===== config.mk =====
export PLATFORM = sky130hd
export DESIGN_NAME = gray_counter
export DESIGN_NICKNAME = d
export VERILOG_FILES = /design/src/rtl/gray_counter.sv
export SDC_FILE = /design/constraint.sdc
export NUM_CORES = 1
export LEC_CHECK = 0
export BUFFER_PORTS_ARGS = -buffer_cell sky130_fd_sc_hd__buf_2
export CAP_MARGIN = 20
export CORE_MARGIN = 3
export CORE_UTILIZATION = 35
export CTS_CLUSTER_DIAMETER = 40
export DETAILED_ROUTE_END_ITERATION = 8
export HOLD_SLACK_MARGIN = 0.12
export PLACE_DENSITY = 0.61
export SLEW_MARGIN = 5
export SYNTH_ARGS = -nofsm -noshare
export SYNTH_HDL_FRONTEND = slang
export SYNTH_SLANG_ARGS = --single-unit

===== constraint.sdc =====
create_clock -name clk -period 2.7 [get_ports clk]
set_input_delay 0.405 -clock clk [delete_from_list [all_inputs] [get_ports clk]]
set_output_delay 0.405 -clock clk [all_outputs]
set_load 0.05 [all_outputs]

===== src/rtl/gray_counter.sv =====
// Up/down binary counter with a registered Gray-code copy, terminal-count and wrap flags,
// and a sticky checker that flags any count step changing other than one Gray bit.
module gray_counter #(
  parameter int unsigned WIDTH = 4
) (
  input  logic             clk,
  input  logic             rst_n,
  input  logic             en,
  input  logic             up,
  input  logic             sat,
  input  logic             load,
  input  logic [WIDTH-1:0] load_bin,
  output logic [WIDTH-1:0] g,
  output logic [WIDTH-1:0] bin,
  output logic             tc,
  output logic             wrapped,
  output logic             err
);

  localparam logic [WIDTH-1:0] One = WIDTH'(1);

  logic [WIDTH-1:0] bin_q, bin_d;
  logic [WIDTH-1:0] g_q, g_d;
  logic             tc_q, tc_d;
  logic             wrapped_q, wrapped_d;
  logic             err_q, err_d;

  logic [WIDTH-1:0] term;
  logic [WIDTH-1:0] g_diff;
  logic             at_term;
  logic             step;
  logic             one_hot;

  always_comb begin
    term      = up ? '1 : '0;
    at_term   = (bin_q == term);
    bin_d     = bin_q;
    wrapped_d = 1'b0;
    step      = 1'b0;

    if (load) begin
      bin_d = load_bin;
    end else if (en && !(at_term && sat)) begin
      step      = 1'b1;
      bin_d     = up ? (bin_q + One) : (bin_q - One);
      wrapped_d = at_term;
    end

    // Gray code is registered alongside the binary value, not decoded at the output.
    g_d  = bin_d ^ (bin_d >> 1);
    tc_d = (bin_d == term);

    g_diff  = g_q ^ g_d;
    one_hot = (g_diff != '0) && ((g_diff & (g_diff - One)) == '0);
    err_d   = err_q | (step & ~one_hot);
  end

  always_ff @(posedge clk or negedge rst_n) begin
    if (!rst_n) begin
      bin_q     <= '0;
      g_q       <= '0;
      tc_q      <= 1'b0;
      wrapped_q <= 1'b0;
      err_q     <= 1'b0;
    end else begin
      bin_q     <= bin_d;
      g_q       <= g_d;
      tc_q      <= tc_d;
      wrapped_q <= wrapped_d;
      err_q     <= err_d;
    end
  end

  assign bin     = bin_q;
  assign g       = g_q;
  assign tc      = tc_q;
  assign wrapped = wrapped_q;
  assign err     = err_q;

endmodule


* Yosys cells after proc, flatten, opt, wreduce, memory -nomap -nowiden *
Cells that the tools add are included.

storage, ports and cells
  bits in writable memories = 0
  logic and storage cells = 30
  bits in read-only memories = 0
  input bits = 10
  latch bits = 0
  memories kept = 0
  flip-flop bits (word level) = 11

operators by class
  $add $sub $neg = 3
  $mul = 0
  divide/modulo/power cells = 0
  reduce and logical (&&, ||, !) cells = 6
  shift-type cells = 0
  multiplexer cells = 8
  equal/unequal tests = 2
  bitwise operators = 6
  $lt $le $gt $ge = 0

operators by type and width
  kind                                                                 count
  4-bit 2-to-1 mux                                                     4
  4-bit == test                                                        2
  4-bit by 1-bit subtractor with 4-bit output (second input constant)  2
  4-bit by 1-bit adder with 4-bit output (second input constant)       1
  4-bit bitwise AND                                                    1
  4-bit logical NOT                                                    1
  1-bit 2-to-1 mux                                                     4
  4-bit nonzero test                                                   1
  4-bit by 3-bit XOR with 4-bit output                                 1
  4-bit XOR                                                            1
  1-bit logical AND                                                    3
  1-bit bitwise AND                                                    1
  1-bit logical NOT                                                    1
  1-bit NOT                                                            1
  1-bit OR                                                             1

* Longest topological paths before layout *
Gate-level depths: netlist (run 1).

  depth in word-level cells = 16
  mapped depth = 9
  gate-level depth less buffers = 9

* Worst setup path before layout (run 1) *
No wires, ideal clock.

  path kind = register -> register
  from = register bin_q[0], in the netlist bin[0]
  to = register err_q, in the netlist err
  buffers on the path = 0
  path slack = -0.033 ns
  data arrival time = 2.607 ns
  cell stages (with the launch flop) = 9
  required time = 2.574 ns
  cells stage by stage = dfrtp_1 inv_1 fa_1 xnor2_1 a31oi_4 a21oi_4 xnor3_1 a211oi_2 o31ai_1

between the ends
  longest elaborated chain between the ends = 15
  elaborated cells between the ends (all ways) = 21
  those cells by class = 3 x add/sub; 1 x eq/ne; 5 x mux; 6 x bitwise; 6 x reduce/logical

ends and longest elaborated chain
  what                                                                                                 line  text
  start: declaration                                                                                   22    logic [WIDTH-1:0] bin_q, bin_d;
  start signal: assignment                                                                             66    bin_q <= bin_d;
  parallel branches: the longest is 4 deep, another holds 4-bit by 1-bit subtractor with 4-bit output  -
  4-bit 2-to-1 mux *                                                                                   43    end else if (en && !(at_term && sat)) begin
  4-bit 2-to-1 mux *                                                                                   41    if (load) begin
  net bin_d[2]                                                                                         22
  4-bit by 3-bit XOR with 4-bit output *                                                               50    g_d = bin_d ^ (bin_d >> 1);
  4-bit XOR *                                                                                          53    g_diff = g_q ^ g_d;
  4-bit by 1-bit subtractor with 4-bit output                                                          54    one_hot = (g_diff != '0) && ((g_diff & (g_diff - One)) == '0);
  4-bit bitwise AND                                                                                    54
  4-bit logical NOT                                                                                    54
  1-bit logical AND *                                                                                  54
  1-bit NOT *                                                                                          55    err_d = err_q | (step & ~one_hot);
  1-bit bitwise AND *                                                                                  55
  1-bit OR *                                                                                           55
  net err_d                                                                                            26    logic err_q, err_d;
  end signal: assignment                                                                               70    err_q <= err_d;
  end: declaration                                                                                     26

Mark *: on every way through the listed nets, which the timed path passes.

* Worst setup path after layout (run 1) *
  from = register bin_q[2], in the netlist bin[2]
  to = register err_q, in the netlist err

The elaborated chain is that of the path after synthesis.

==> results of run 1 <==
-- Yosys cell counts, drive strengths merged (2+ instances only) --
| cell | number |
|---|---|
| nand2 | 5 |
| a21oi | 6 |
| nor2 | 2 |
| a211oi | 4 |
| inv | 11 |
| o31ai | 2 |
| and3 | 3 |
| nor3 | 3 |
| dfrtp | 10 |
| nand3 | 8 |
| xor2 | 2 |
| ha | 2 |
| or3 | 2 |
| clkbuf | 2 |
| buf | 2 |
| o21ai | 5 |
| a31oi | 3 |
| xnor2 | 5 |
-- cells by family (layout without fill, tap and decap cells) --
family / after synthesis / in the layout / synth area share
xor gates and xnor gates: 8 / 8 / 0.0968
buffers and inverters: 15 / 40 / 0.0780
AOI/OAI and AO/OA: 29 / 29 / 0.319
adders and majority gates: 3 / 3 / 0.0520
and+or+nand+nor: 27 / 27 / 0.165
DFF: 10 / 10 / 0.289
-- what timing repair did --
action                     4_1_cts  5_1_grt
hold buffers                     1        0
setup buffers                    0        0
setup endpoints to repair        0        1
resized for setup                0        1
hold endpoints to repair        10        0
-- through the flow --
step,std cells,total power (uW)
after floorplan,92,482
after global placement,140,558
after detailed placement,140,563
after CTS,145,701
after global routing,145,747
final,145,698
-- routing by layer --
metal / track usage / vias to the layer above / share of wire / wire (um)
met1: 0.170 / 374 / 0.45 / 871
met4: 0.0451 / 0 / 0.028 / 55
met5: 0 / - / 0 / 0
met3: 0.0464 / 8 / 0.050 / 97
li1: - / 383 / - / -
met2: 0.193 / 27 / 0.47 / 909
-- final timing paths --
path	startpoint	endpoint	slack (ps)	cells past startpoint
worst max-delay path	bin[2]$_DFF_PN0_	err$_DFF_PN0_	190	9
worst min-delay path	sat	wrapped$_DFF_PN0_	320	2
worst max register to register	bin[2]$_DFF_PN0_	err$_DFF_PN0_	190	9
worst min register to register	err$_DFF_PN0_	err$_DFF_PN0_	470	2
max in group asynchronous	rst_n	bin[0]$_DFF_PN0_	1980	2
min in group asynchronous	rst_n	g[1]$_DFF_PN0_	520	2
-- critical path, cell delays in order (launching register included) --
cell and delay (ps):
dfrtp_1 440, ha_1 400, nand3_1 190, a21o_2 290, a31oi_4 210, a21oi_4 90
buf_4 180, and3_1 160, o211a_1 220, o31ai_1 220
-- cell type report --
| cell class | instances | area [um2] | area share |
|---|---|---|---|
| clock buffer | 4 | 36.3 | 0.0342 |
| multi-input combinational | 67 | 556 | 0.524 |
| tap | 28 | 35.0 | 0.0331 |
| timing repair buffer | 25 | 140 | 0.132 |
| inverter | 11 | 41.3 | 0.0390 |
| sequential | 10 | 251 | 0.237 |
-- power by group through the flow --
stage	logic, uW	registers, uW	clock network, uW
after floorplan	206	276	0
after global placement	351	206	0
after detailed placement	355	207	0
after CTS	357	204	139
after global routing	387	210	150
final	359	205	134
-- state kept, by name (all words and copies together) (netlist names) --
signal	flops
bin	4
tc	1
err	1
g	3
wrapped	1
==> results_dict.tcl, run 1 <==
set metrics [dict create \
    setup_ws_ps 191 \
    synth_flop_cell "dfrtp_1" \
    max_freq_mhz 399 \
    gr-total-overflow 0 \
    clkTransAtPathRegs_ps 70 \
    vias 792 \
    whs_ps 320 \
    drv_slew 0 \
    gp_congestion 0.891 \
    pwr-share-clk 0.192 \
    cp_max_fo 8 \
    ys_ff_latch 10 \
    crit_path_end_kind "flop" \
    synth_top_area_share 0.289 \
    die_h_um 55.7 \
    htreeDepth 1 \
    switching_power_uw 310 \
    finalSetupTns_ps 0 \
    syn_nets 105 \
    dieArea_um2 3110 \
    fillers 224 \
    std_cell_rows 17 \
    critPathArrivalTime_ps 2680 \
    synth_area_leaders "dfrtp_1, xnor2_1, nand3_1, inv_1, a21oi_4" \
    synth-seq-area-share 0.289 \
    synth_edf_count 0 \
    antenna_found_initial 0 \
    start_util 0.380 \
    syn_avg_cell_area_um2 9.41 \
    slew-limit-headroom 0.715 \
    combPwrFrac 0.515 \
    finalWirelength_um 1930 \
    cts_inserted_buffers 3 \
    startpoint_type "flop" \
    yosys.area.top_type "dfrtp_1" \
    leakage_uw 0.000487 \
    cts_tree "built" \
    hpwl_um 1590 \
    status "complete, no violations" \
    clock_skew_ps 1.56 \
    port_buffers 20 \
    dp_slack_ps 24.1 \
    p_seq_frac 0.293 \
    synth_warnings 0 \
    cts-root-buf "clkbuf_4" \
    clock_latency_ps 260 \
    internal_power_uw 388 \
    crit_type "reg2reg" \
    grt_use_total 0.129 \
    finalCriticalPeriod_ps 2510 \
    syn_area_um2 866 \
    mostFrequentLayoutCell "buf_2" \
    place_area_um2 1010 \
    vdd_ir_drop_max_mv 0.535 \
    async_flop_share 1.00 \
    drt_pass1_iterations 4 \
    grt_pass1_vias 709 \
    io-pin-count 21 \
    drt_iter0_drc 21 \
    syn_to_final_growth_pct 22.4 \
    drcViolationCount 0 \
    drv_cap 0 \
    die_w_um 55.7 \
    power_density_nw_per_um2 659 \
    finalCritPeriodShare 0.929 \
    viasPerCell 5.46 \
    finalSetupViolCount 0 \
    grt_pass1_wl_um 3220 \
    fin_util 0.466 \
    nNetsFinal 131 \
    max-clock-path-buffers 2 \
    cts.sinks 10 \
    ant_nets 0 \
    worst_ep_required_time_ps 2870 \
    drive_above_1_share 0.350 \
    tightest_slew_ps 428 \
    antenna_cells 0 \
    hold_violations 0 \
    syn_inst 92 \
    hold_class "in2reg" \
    core_um2 2280 \
    layout_common_cells "buf_2, inv_1, dfrtp_1, nand3_1, nand2_1" \
    grt_max_degree 18 \
    rsz0062_at_grt "no" \
    switching_share 0.444 \
    stdcell_area_um2 1060 \
    yosys.cell_types.count 42 \
    wl_per_cell_um 13.3 \
]
Note: power is estimated with default switching activity, not from simulation.
==> inputs of run 2 (changes only) <==
--- a/config.mk
+++ b/config.mk
@@ -8,11 +8,11 @@
 export BUFFER_PORTS_ARGS = -buffer_cell sky130_fd_sc_hd__buf_2
 export CAP_MARGIN = 20
 export CORE_MARGIN = 3
-export CORE_UTILIZATION = 35
+export CORE_UTILIZATION = 41
 export CTS_CLUSTER_DIAMETER = 40
 export DETAILED_ROUTE_END_ITERATION = 8
 export HOLD_SLACK_MARGIN = 0.12
-export PLACE_DENSITY = 0.61
+export PLACE_DENSITY = 0.69
 export SLEW_MARGIN = 5
 export SYNTH_ARGS = -nofsm -noshare
 export SYNTH_HDL_FRONTEND = slang
==> results_dict.tcl, run 2 (synthesized netlist as in run 1, its figures left out) <==
set metrics [dict create \
    crit_path_end_kind "flop" \
    hold_class "in2reg" \
    std_cell_rows 15 \
    cts-root-buf "clkbuf_4" \
    whs_ps 322 \
    cts_inserted_buffers 3 \
    drv_slew 0 \
    drv_cap 0 \
    nNetsFinal 131 \
    reg2regPathDepth 8 \
    clock_skew_ps 5.34 \
    drt_pass1_iterations 4 \
    core_um2 1860 \
    min_to "wrapped$_DFF_PN0_" \
    drive_above_1_share 0.333 \
    die_w_um 52.0 \
    stdcell_area_um2 1040 \
    antenna_cells 0 \
    status "complete, no violations" \
    cp_max_fo 10 \
    fillers 182 \
    cp-startpoint "bin[0]$_DFF_PN0_" \
    total_power_uw 671 \
    reg2reg_to "err$_DFF_PN0_" \
    cts.sinks 10 \
    largest_register_ffs 4 \
    die_h_um 52.0 \
    max_freq_mhz 393 \
    crit-reg2reg-launch "bin[0]$_DFF_PN0_" \
    multi_input_area_um2 548 \
    leakage_uw 0.000475 \
    worst_ep_required_time_ps 2830 \
    htreeDepth 1 \
    wl_per_cell_um 13.7 \
    antenna_found_initial 0 \
    start_util 0.466 \
    place_area_um2 1000 \
    startpoint_type "flop" \
    grt_pass1_wl_um 3350 \
    syn_to_final_growth_pct 19.9 \
    cts_setup_buffers 0 \
    grt_pass1_vias 757 \
    rsz0062_at_grt "no" \
    crit_type "reg2reg" \
    slew-limit-headroom 0.731 \
    max-clock-path-buffers 2 \
    gr-total-overflow 0 \
    reg2reg_slack_ps 150 \
    layout_common_cells "buf_2, inv_1, dfrtp_1, nand3_1" \
    power_density_nw_per_um2 646 \
    grt_max_degree 18 \
    viasPerCell 5.27 \
    worstHoldPathCells 2 \
    dieArea_um2 2700 \
    fin_util 0.559 \
    grt_use_total 0.162 \
    drt_iter0_drc 10 \
    gp_congestion 0.855 \
    critPathArrivalTime_ps 2680 \
    vias 748 \
    hold_violations 0 \
    port_buffers 20 \
    min_from "sat" \
    clock_latency_ps 260 \
    vdd_ir_drop_max_mv 0.404 \
    mostFrequentLayoutCell "buf_2" \
    io-pin-count 21 \
    ant_nets 0 \
    finalWirelength_um 1950 \
    finalCritPeriodShare 0.943 \
    finalSetupViolCount 0 \
    ctsResizeCount 0 \
    seq_area_um2 251 \
    finalCriticalPeriod_ps 2550 \
    cts_tree "built" \
    tightest_slew_ps 400 \
    finalSetupTns_ps 0 \
    drcViolationCount 0 \
    hpwl_um 1590 \
    clkTransAtPathRegs_ps 60 \
]
[run 2: cell counts in the layout (fill, tap and decap cells not counted)]
Identical to the previous run, type by type.
[run 2: layer usage]
layer,global-route usage,up-vias,share of wire
met5,0,-,0
met4,0.0524,0,0
met3,0.00860,0,0.031
met2,0.266,13,0.50
met1,0.226,350,0.47
li1,-,385,-
[run 2: timing repair]
action | CTS | global route
hold buffers | 1 | 0
endpoints found under the hold margin | 10 | 0
setup endpoints to repair | 0 | 1
[run 2: through the flow]
step	setup slack [ps]	std cells
final	153	142
after global routing	6.21	142
after CTS	110	142
after detailed placement	-70.9	137
after global placement	26.1	137
after floorplan	69.3	92
[run 2: worst max-delay path by stage]
stage / slack, ps / endpoint / cells past startpoint
after floorplan: 70 / err$_DFF_PN0_ / 8
after global placement: 30 / err$_DFF_PN0_ / 10
after detailed placement: -70 / err$_DFF_PN0_ / 10
after CTS: 110 / err$_DFF_PN0_ / 8
after global routing: 6 / err$_DFF_PN0_ / 8
final: 150 / err$_DFF_PN0_ / 8
[run 2: final cells by class]
cell class,count,share of cell area
clock buffers,4,0.0253
inverters,11,0.0398
repair buffers,25,0.135
flip-flops and latches,10,0.242
multi-input cells,67,0.528
well taps,25,0.0301
[run 2: critical path, cell delays in order (launching register included)]
cell and delay [ps]:
dfrtp_2 410, inv_1 90, fa_1 400, xnor2_1 310, a31oi_4 150, a21oi_4 330, xnor3_1 400, a211oi_2 230
o31ai_1 100
[run 2: power by group]
part	switching [uW]	internal [uW]	total [uW]
combinational	230	136	366
clock	43.9	56.7	101
sequential	31.9	172	204
total	306	365	671
